File: src/rtl/vga_capture_rx_if.sv
// vga_capture_rx_if: VGA input stream and qualified pixel stream of vga_capture_rx
// master: VGA source and pixel consumer (drives h_sync/v_sync/in_*, reads pix_*/status)
// slave:  the capture block (reads h_sync/v_sync/in_*, drives pix_*, frame_start, locked, err_count)
// VGA_CAPTURE_CRC_EN adds frame_crc[15:0] to the slave outputs.
interface vga_capture_rx_if;
    logic       h_sync;
    logic       v_sync;
    logic [3:0] in_r;
    logic [3:0] in_g;
    logic [3:0] in_b;
    logic       pix_valid;
    logic [9:0] pix_x;
    logic [9:0] pix_y;
    logic [3:0] pix_r;
    logic [3:0] pix_g;
    logic [3:0] pix_b;
    logic       frame_start;
    logic       locked;
    logic [7:0] err_count;
`ifdef VGA_CAPTURE_CRC_EN
    logic [15:0] frame_crc;
`endif
    modport master (
        output h_sync, v_sync, in_r, in_g, in_b,
        input  pix_valid, pix_x, pix_y, pix_r, pix_g, pix_b, frame_start, locked, err_count
`ifdef VGA_CAPTURE_CRC_EN
        , input frame_crc
`endif
    );
    modport slave (
        input  h_sync, v_sync, in_r, in_g, in_b,
        output pix_valid, pix_x, pix_y, pix_r, pix_g, pix_b, frame_start, locked, err_count
`ifdef VGA_CAPTURE_CRC_EN
        , output frame_crc
`endif
    );
endinterface

File: src/rtl/vga_capture_rx.sv
// vga_capture_rx: samples a VGA sync/RGB stream, checks timing, reports lock and emits active pixels
// Ports: clk (pixel clock), reset (async, active-low), bus (vga_capture_rx_if.slave:
// h_sync/v_sync/in_r/in_g/in_b in; pix_valid/pix_x/pix_y/pix_r/pix_g/pix_b/frame_start/locked/err_count out).
// VGA_CAPTURE_CRC_EN: adds frame_crc, a CRC-16-CCITT over every valid pixel of each locked frame.
module vga_capture_rx #(
    parameter int H_SYNC      = 96,
    parameter int H_BACK      = 48,
    parameter int H_VISIBLE   = 640,
    parameter int H_TOTAL     = 800,
    parameter int V_SYNC      = 2,
    parameter int V_BACK      = 33,
    parameter int V_VISIBLE   = 480,
    parameter int V_TOTAL     = 525,
    parameter int LOCK_FRAMES = 2
) (
    input logic             clk,
    input logic             reset,
    vga_capture_rx_if.slave bus
);
    typedef enum logic [1:0] {SEARCH, MEASURE, LOCKED} state_t;

    localparam logic [10:0] H_ACT0 = 11'(H_SYNC + H_BACK);
    localparam logic [10:0] H_ACT1 = 11'(H_SYNC + H_BACK + H_VISIBLE);
    localparam logic [10:0] H_TOT  = 11'(H_TOTAL);
    localparam logic [9:0]  V_ACT0 = 10'(V_SYNC + V_BACK);
    localparam logic [9:0]  V_ACT1 = 10'(V_SYNC + V_BACK + V_VISIBLE);
    localparam logic [10:0] V_TOT  = 11'(V_TOTAL);
    localparam logic [7:0]  LOCK_N = 8'(LOCK_FRAMES);

    logic        hs1_q, vs1_q, hs_prev_q, vs_prev_q;
    logic [11:0] rgb1_q;
    logic [10:0] h_idx_q, h_idx_d;
    logic [9:0]  line_idx_q, line_idx_d;
    state_t      state_q, state_d;
    logic [7:0]  good_q, good_d, err_q, err_d;
    logic        skip_q, skip_d, locked_q, locked_d;
    logic        pix_valid_q, pix_valid_d, frame_start_q, frame_start_d;
    logic [9:0]  pix_x_q, pix_x_d, pix_y_q, pix_y_d;
    logic [11:0] pix_rgb_q, pix_rgb_d;
    logic        hs_edge, vs_edge, line_bad, frame_bad, active;

    always_comb begin
        hs_edge = hs_prev_q && !hs1_q;
        vs_edge = vs_prev_q && !vs1_q;
        h_idx_d = hs_edge ? 11'd0 : (&h_idx_q) ? h_idx_q : h_idx_q + 11'd1;
        line_idx_d = vs_edge ? 10'd0 : (hs_edge && !(&line_idx_q)) ? line_idx_q + 10'd1 : line_idx_q;
        // h_idx_q/line_idx_q still describe the sample just before the edge
        line_bad = state_q != SEARCH && hs_edge && !skip_q && h_idx_q + 11'd1 != H_TOT;
        frame_bad = state_q != SEARCH && vs_edge && {1'b0, line_idx_q} + 11'd1 != V_TOT;
        state_d = state_q;
        good_d = good_q;
        err_d = err_q;
        skip_d = skip_q && !hs_edge;
        if (state_q == SEARCH) begin
            if (vs_edge) begin
                state_d = MEASURE;
                good_d = 8'd0;
                skip_d = 1'b1;
            end
        end else if (line_bad || frame_bad) begin
            state_d = SEARCH;
            good_d = 8'd0;
            err_d = (&err_q) ? err_q : err_q + 8'd1;
        end else if (state_q == MEASURE && vs_edge) begin
            good_d = good_q + 8'd1;
            state_d = good_d >= LOCK_N ? LOCKED : MEASURE;
        end
        locked_d = state_d == LOCKED;
        active = h_idx_d >= H_ACT0 && h_idx_d < H_ACT1 && line_idx_d >= V_ACT0 && line_idx_d < V_ACT1;
        pix_valid_d = locked_q && active;
        pix_x_d = pix_valid_d ? 10'(h_idx_d - H_ACT0) : pix_x_q;
        pix_y_d = pix_valid_d ? line_idx_d - V_ACT0 : pix_y_q;
        pix_rgb_d = pix_valid_d ? rgb1_q : 12'd0;
        frame_start_d = pix_valid_d && h_idx_d == H_ACT0 && line_idx_d == V_ACT0;
    end

    always_ff @(posedge clk or negedge reset) begin
        if (!reset) begin
            hs1_q         <= 1'b1;
            vs1_q         <= 1'b1;
            hs_prev_q     <= 1'b1;
            vs_prev_q     <= 1'b1;
            rgb1_q        <= '0;
            h_idx_q       <= '0;
            line_idx_q    <= '0;
            state_q       <= SEARCH;
            good_q        <= '0;
            err_q         <= '0;
            skip_q        <= 1'b0;
            locked_q      <= 1'b0;
            pix_valid_q   <= 1'b0;
            pix_x_q       <= '0;
            pix_y_q       <= '0;
            pix_rgb_q     <= '0;
            frame_start_q <= 1'b0;
        end else begin
            hs1_q         <= bus.h_sync;
            vs1_q         <= bus.v_sync;
            hs_prev_q     <= hs1_q;
            vs_prev_q     <= vs1_q;
            rgb1_q        <= {bus.in_r, bus.in_g, bus.in_b};
            h_idx_q       <= h_idx_d;
            line_idx_q    <= line_idx_d;
            state_q       <= state_d;
            good_q        <= good_d;
            err_q         <= err_d;
            skip_q        <= skip_d;
            locked_q      <= locked_d;
            pix_valid_q   <= pix_valid_d;
            pix_x_q       <= pix_x_d;
            pix_y_q       <= pix_y_d;
            pix_rgb_q     <= pix_rgb_d;
            frame_start_q <= frame_start_d;
        end
    end

    assign bus.pix_valid   = pix_valid_q;
    assign bus.pix_x       = pix_x_q;
    assign bus.pix_y       = pix_y_q;
    assign bus.pix_r       = pix_rgb_q[11:8];
    assign bus.pix_g       = pix_rgb_q[7:4];
    assign bus.pix_b       = pix_rgb_q[3:0];
    assign bus.frame_start = frame_start_q;
    assign bus.locked      = locked_q;
    assign bus.err_count   = err_q;

`ifdef VGA_CAPTURE_CRC_EN
    localparam logic [9:0] H_LAST = 10'(H_VISIBLE - 1);
    localparam logic [9:0] V_LAST = 10'(V_VISIBLE - 1);

    logic [15:0] crc_q, crc_d, crc_next, frame_crc_q, frame_crc_d;
    logic        last_pix;

    function automatic logic [15:0] crc12(input logic [15:0] c, input logic [11:0] d);
        logic [15:0] r;
        r = c;
        for (int i = 11; i >= 0; i--) r = {r[14:0], 1'b0} ^ (r[15] ^ d[i] ? 16'h1021 : 16'h0000);
        return r;
    endfunction

    // accumulates over the registered output pixels; restarts whenever lock is lost
    always_comb begin
        crc_next = crc12(crc_q, pix_rgb_q);
        last_pix = pix_valid_q && pix_x_q == H_LAST && pix_y_q == V_LAST;
        crc_d = (!locked_q || last_pix) ? 16'hFFFF : pix_valid_q ? crc_next : crc_q;
        frame_crc_d = last_pix ? crc_next : frame_crc_q;
    end

    always_ff @(posedge clk or negedge reset) begin
        if (!reset) begin
            crc_q       <= 16'hFFFF;
            frame_crc_q <= '0;
        end else begin
            crc_q       <= crc_d;
            frame_crc_q <= frame_crc_d;
        end
    end

    assign bus.frame_crc = frame_crc_q;
`endif
endmodule
File: src/flat_wrapper.sv
// flat-port wrapper written by rule: the top's interface ports become plain ports
module vga_capture_rx_flat 
#(
    parameter int H_SYNC      = 96,
    parameter int H_BACK      = 48,
    parameter int H_VISIBLE   = 640,
    parameter int H_TOTAL     = 800,
    parameter int V_SYNC      = 2,
    parameter int V_BACK      = 33,
    parameter int V_VISIBLE   = 480,
    parameter int V_TOTAL     = 525,
    parameter int LOCK_FRAMES = 2
)
  (clk, reset, bus_h_sync, bus_v_sync, bus_in_r, bus_in_g, bus_in_b, bus_pix_valid, bus_pix_x, bus_pix_y, bus_pix_r, bus_pix_g, bus_pix_b, bus_frame_start, bus_locked, bus_err_count);
  vga_capture_rx_if bus_i ();
  input logic clk;
  input logic reset;
  input wire logic [$bits(bus_i.h_sync)-1:0] bus_h_sync;
  input wire logic [$bits(bus_i.v_sync)-1:0] bus_v_sync;
  input wire logic [$bits(bus_i.in_r)-1:0] bus_in_r;
  input wire logic [$bits(bus_i.in_g)-1:0] bus_in_g;
  input wire logic [$bits(bus_i.in_b)-1:0] bus_in_b;
  output wire logic [$bits(bus_i.pix_valid)-1:0] bus_pix_valid;
  output wire logic [$bits(bus_i.pix_x)-1:0] bus_pix_x;
  output wire logic [$bits(bus_i.pix_y)-1:0] bus_pix_y;
  output wire logic [$bits(bus_i.pix_r)-1:0] bus_pix_r;
  output wire logic [$bits(bus_i.pix_g)-1:0] bus_pix_g;
  output wire logic [$bits(bus_i.pix_b)-1:0] bus_pix_b;
  output wire logic [$bits(bus_i.frame_start)-1:0] bus_frame_start;
  output wire logic [$bits(bus_i.locked)-1:0] bus_locked;
  output wire logic [$bits(bus_i.err_count)-1:0] bus_err_count;
  assign bus_i.h_sync = bus_h_sync;
  assign bus_i.v_sync = bus_v_sync;
  assign bus_i.in_r = bus_in_r;
  assign bus_i.in_g = bus_in_g;
  assign bus_i.in_b = bus_in_b;
  assign bus_pix_valid = bus_i.pix_valid;
  assign bus_pix_x = bus_i.pix_x;
  assign bus_pix_y = bus_i.pix_y;
  assign bus_pix_r = bus_i.pix_r;
  assign bus_pix_g = bus_i.pix_g;
  assign bus_pix_b = bus_i.pix_b;
  assign bus_frame_start = bus_i.frame_start;
  assign bus_locked = bus_i.locked;
  assign bus_err_count = bus_i.err_count;
  vga_capture_rx #(.H_SYNC(H_SYNC), .H_BACK(H_BACK), .H_VISIBLE(H_VISIBLE), .H_TOTAL(H_TOTAL), .V_SYNC(V_SYNC), .V_BACK(V_BACK), .V_VISIBLE(V_VISIBLE), .V_TOTAL(V_TOTAL), .LOCK_FRAMES(LOCK_FRAMES)) u_core (.clk(clk), .reset(reset), .bus(bus_i));
endmodule
File: config.mk
export PLATFORM = sky130hd
export DESIGN_NAME = vga_capture_rx_flat
export DESIGN_NICKNAME = d
export VERILOG_FILES = /design/src/rtl/vga_capture_rx_if.sv /design/src/rtl/vga_capture_rx.sv /design/src/flat_wrapper.sv
export SDC_FILE = /design/constraint.sdc
export NUM_CORES = 1
export LEC_CHECK = 0
export BUFFER_PORTS_ARGS = -buffer_cell sky130_fd_sc_hd__buf_2
export CORE_ASPECT_RATIO = 0.6
export CORE_MARGIN = 4
export CORE_UTILIZATION = 45
export DETAILED_ROUTE_END_ITERATION = 10
export GPL_ROUTABILITY_DRIVEN = 0
export SYNTH_ARGS = -nofsm -noshare
export SYNTH_HDL_FRONTEND = slang
export SYNTH_SLANG_ARGS = --single-unit
File: constraint.sdc
create_clock -name clk -period 5.9 [get_ports clk]
set_clock_uncertainty 0.15 [all_clocks]
set_input_delay 1.77 -clock clk [delete_from_list [all_inputs] [get_ports clk]]
set_output_delay 1.77 -clock clk [all_outputs]
set_load 0.05 [all_outputs]
==> impl_metrics.env <==
export IMPL_outcome="complete, no violations"
export IMPL_hold_start="u_core.vs1_q"
export IMPL_power_frac_seq_pct=45.8
export IMPL_intPower_uw=1090
export IMPL_antenna_found_initial=0
export IMPL_vdd_drop_max_mv=0.240
export IMPL_postSynth_asyncResetShare_pct=100
export IMPL_dr_total_vias=3692
export IMPL_clk_pin_slew_worst_paths_ns=0.07
export IMPL_diodes=0
export IMPL_synthCells=454
export IMPL_final_cell_mix="87 x dfrtp_1, 57 x buf_2, 32 x o21ai_0, 30 x nor2_1, 27 x nand2_1"
export IMPL_critPathMaxFanout=15
export IMPL_synth_ff_type="dfrtp_1"
export IMPL_power_density_nw_per_um2=308
export IMPL_pwr_share_clk_pct=35.6
export IMPL_row_count=28
export IMPL_drive_gt1_share_pct=20.8
export IMPL_numCtsBuffers=9
export IMPL_yosysTopAreaCell="dfrtp_1"
export IMPL_ctsRootBufferMaster="clkbuf_16"
export IMPL_seq_area_frac_synth_pct=48.7
export IMPL_htree_levels=3
export IMPL_cts_setup_buffers=0
export IMPL_fin_setup_tns_ns=0
export IMPL_grt_use_total_pct=19.2
export IMPL_cts_repair_resized=0
export IMPL_power_switching_uw=555
export IMPL_drv_max_cap_violation_count=0
export IMPL_worstMarginPinSlew_ns=0.861
export IMPL_r2r_start="u_core.h_idx_q[1]"
export IMPL_cts_buffer_depth=2
export IMPL_grt_pass1_wl_um=18500
export IMPL_syn_avg_cell_area_um2=10.3
export IMPL_holdBufCountCts=0
export IMPL_start_kind="register"
export IMPL_initial_core_util_pct=46.9
export IMPL_cts_sinks=91
export IMPL_synth_enable_flop_cells=0
export IMPL_mostFrequentLayoutCell="dfrtp_1"
export IMPL_crit_arrival_ns=4.25
export IMPL_antenna_left=0
export IMPL_synth_area_leaders="dfrtp_1 46%, o21ai_0 3.4%, and3_1 3.3%"
export IMPL_io_buffers=58
export IMPL_area_delta_synth_final_pct=13.7
export IMPL_drc_errors=0
export IMPL_nFillCells=906
export IMPL_synth_top_area_share_pct=46.5
export IMPL_synth_warnings=0
export IMPL_die_w_um=140
export IMPL_hold_violations=0
export IMPL_synth_seq_cells=91
export IMPL_worstSetupEndpointType="register"
export IMPL_finalPower_uw=1640
export IMPL_max_slew_margin_rel_pct=42.6
export IMPL_slew_violations=0
export IMPL_setup_viol=0
export IMPL_grt_pass1_vias=3529
export IMPL_period_minus_slack_ns=4.17
export IMPL_grt_overflow_total=0
export IMPL_dr_pass1_iters=5
export IMPL_syn_num_nets=479
export IMPL_fin_nets=525
export IMPL_wirelength_um=11100
export IMPL_core_area_um2=9980
export IMPL_dieArea_um2=12200
export IMPL_ioPinCount=59
export IMPL_drt_iter0_drc=317
export IMPL_cts_tree="done"
export IMPL_leakagePower_uw=0.00255
export IMPL_fp_dieH_um=87.0
export IMPL_fin_crit_sh_pct=70.7
export IMPL_fmax_ghz=0.240
export IMPL_grt_max_degree=68
export IMPL_crit_start="u_core.h_idx_q[1]"
export IMPL_worstHoldPathType="register to register"
export IMPL_via_per_inst=5.77
export IMPL_insertion_delay_ns=0.34
export IMPL_synth_area_um2=4680
export IMPL_required_ns=5.98
export IMPL_worstSetupPathType="register to register"
export IMPL_comb_power_share_pct=18.6
export IMPL_grt_setup_unrepaired="false"
export IMPL_yosys_cell_types_count=72
export IMPL_wire_per_inst_um=17.4
export IMPL_dp_hpwl_um=8040
export IMPL_swShare_pct=33.8
power by group through the flow:
stage	logic (µW)	clock network, µW	registers, µW
2_1_floorplan	195	0	789
5_1_grt	336	630	764
6_report	306	584	752
3_5_place_dp	306	0	761
4_1_cts	307	599	750
3_3_place_gp	304	0	759
logic make-up (layout without fill, tap and decap cells):
group                      after synthesis  count (layout)  synth area share [%]
muxes                                   13              13                  3.15
adders and majority gates                9               9                  2.41
AOI/OAI and AO/OA                      109             109                  16.3
xor gates and xnor gates                27              27                  5.05
DFF                                     91              91                  48.7
buffers and inverters                   38              89                  4.38
and+or+nand+nor                        167             167                  20.0
metrics by stage:
step                hold WS [ns]  area (µm²)  instances  worst slack (ns)  util [%]
floorplan                  0.208        4680        454              2.54         -
global placement           0.215        5000        624              1.91      50.1
detailed placement         0.217        5000        624              1.75      50.1
CTS                        0.228        5320        640              1.72      53.3
global route               0.238        5320        640              1.37      53.3
finish                     0.224        5320        640              1.73      53.3
Yosys cell counts, drive strengths merged (2+ instances only):
cell type and number:
xor2 14, o21ai 32, ha 9, inv 13, a31oi 9, nor4 5
and4b 2, a21o 5, o211ai 2, clkbuf 8, nand3 22, nand4b 2
xnor2 13, and3 27, o221ai 3, o31ai 5, a211o 2, nand2 28
nor2 30, o21a 3, a41oi 2, or3 2, nand4 7, dfstp 4
dfrtp 87, a2bb2oi 2, a21oi 22, mux2 11, mux2i 2, nor2b 4
nand2b 7, or2 4, buf 17, and4 3, a311o 2, a22o 4
and2 6, a211oi 3, nor3 10, or4 3
final timing paths:
kind | depth (start not counted) | slack (ns) | to
max | 12 | 1.73 | u_core.bus.pix_y[2]
min | 0 | 0.22 | u_core.vs_prev_q
max reg2reg | 12 | 1.73 | u_core.bus.pix_y[2]
min reg2reg | 0 | 0.22 | u_core.vs_prev_q
max in group asynchronous | 2 | 3.39 | u_core.skip_q
min in group asynchronous | 1 | 1.37 | u_core.pix_rgb_q[4]
area by class of cell:
class,count,area (µm²),share of cell area [%]
sequential,91,2280,42.9
multi-input combinational,325,2190,41.2
clock inverter,7,91.3,1.72
timing repair buffer,60,308,5.78
clock buffer,9,225,4.23
inverter,13,51.3,0.964
tap,135,169,3.17
routing by layer:
metal / up-vias / routed length, µm / track usage, %
met5: - / 0 / 0
met4: 0 / 104 / 3.96
met3: 12 / 792 / 5.76
met2: 132 / 4400 / 26.3
met1: 1802 / 5810 / 29.7
li1: 1746 / - / -
critical path, cell delays in order (launching register included):
cell       delay (ns)
dfrtp_1          0.57
ha_1             0.41
and4_4           0.33
nand3_1          0.21
a21oi_1          0.37
ha_1             0.21
o221ai_1         0.15
or4_4            0.47
a2bb2oi_2        0.19
o221a_4          0.31
nand2_4          0.15
inv_4            0.19
mux2_1           0.34
sequential cells by signal, summed over array words and instances (netlist names), 2 cells and up:
| register | cells |
|---|---|
| u_core.bus.err_count | 8 |
| u_core.bus.pix_x | 10 |
| u_core.bus.pix_y | 10 |
| u_core.good_q | 8 |
| u_core.h_idx_q | 11 |
| u_core.line_idx_q | 10 |
| u_core.pix_rgb_q | 12 |
| u_core.rgb1_q | 12 |
| u_core.state_q | 2 |
Power figures use the tool's default switching activity.
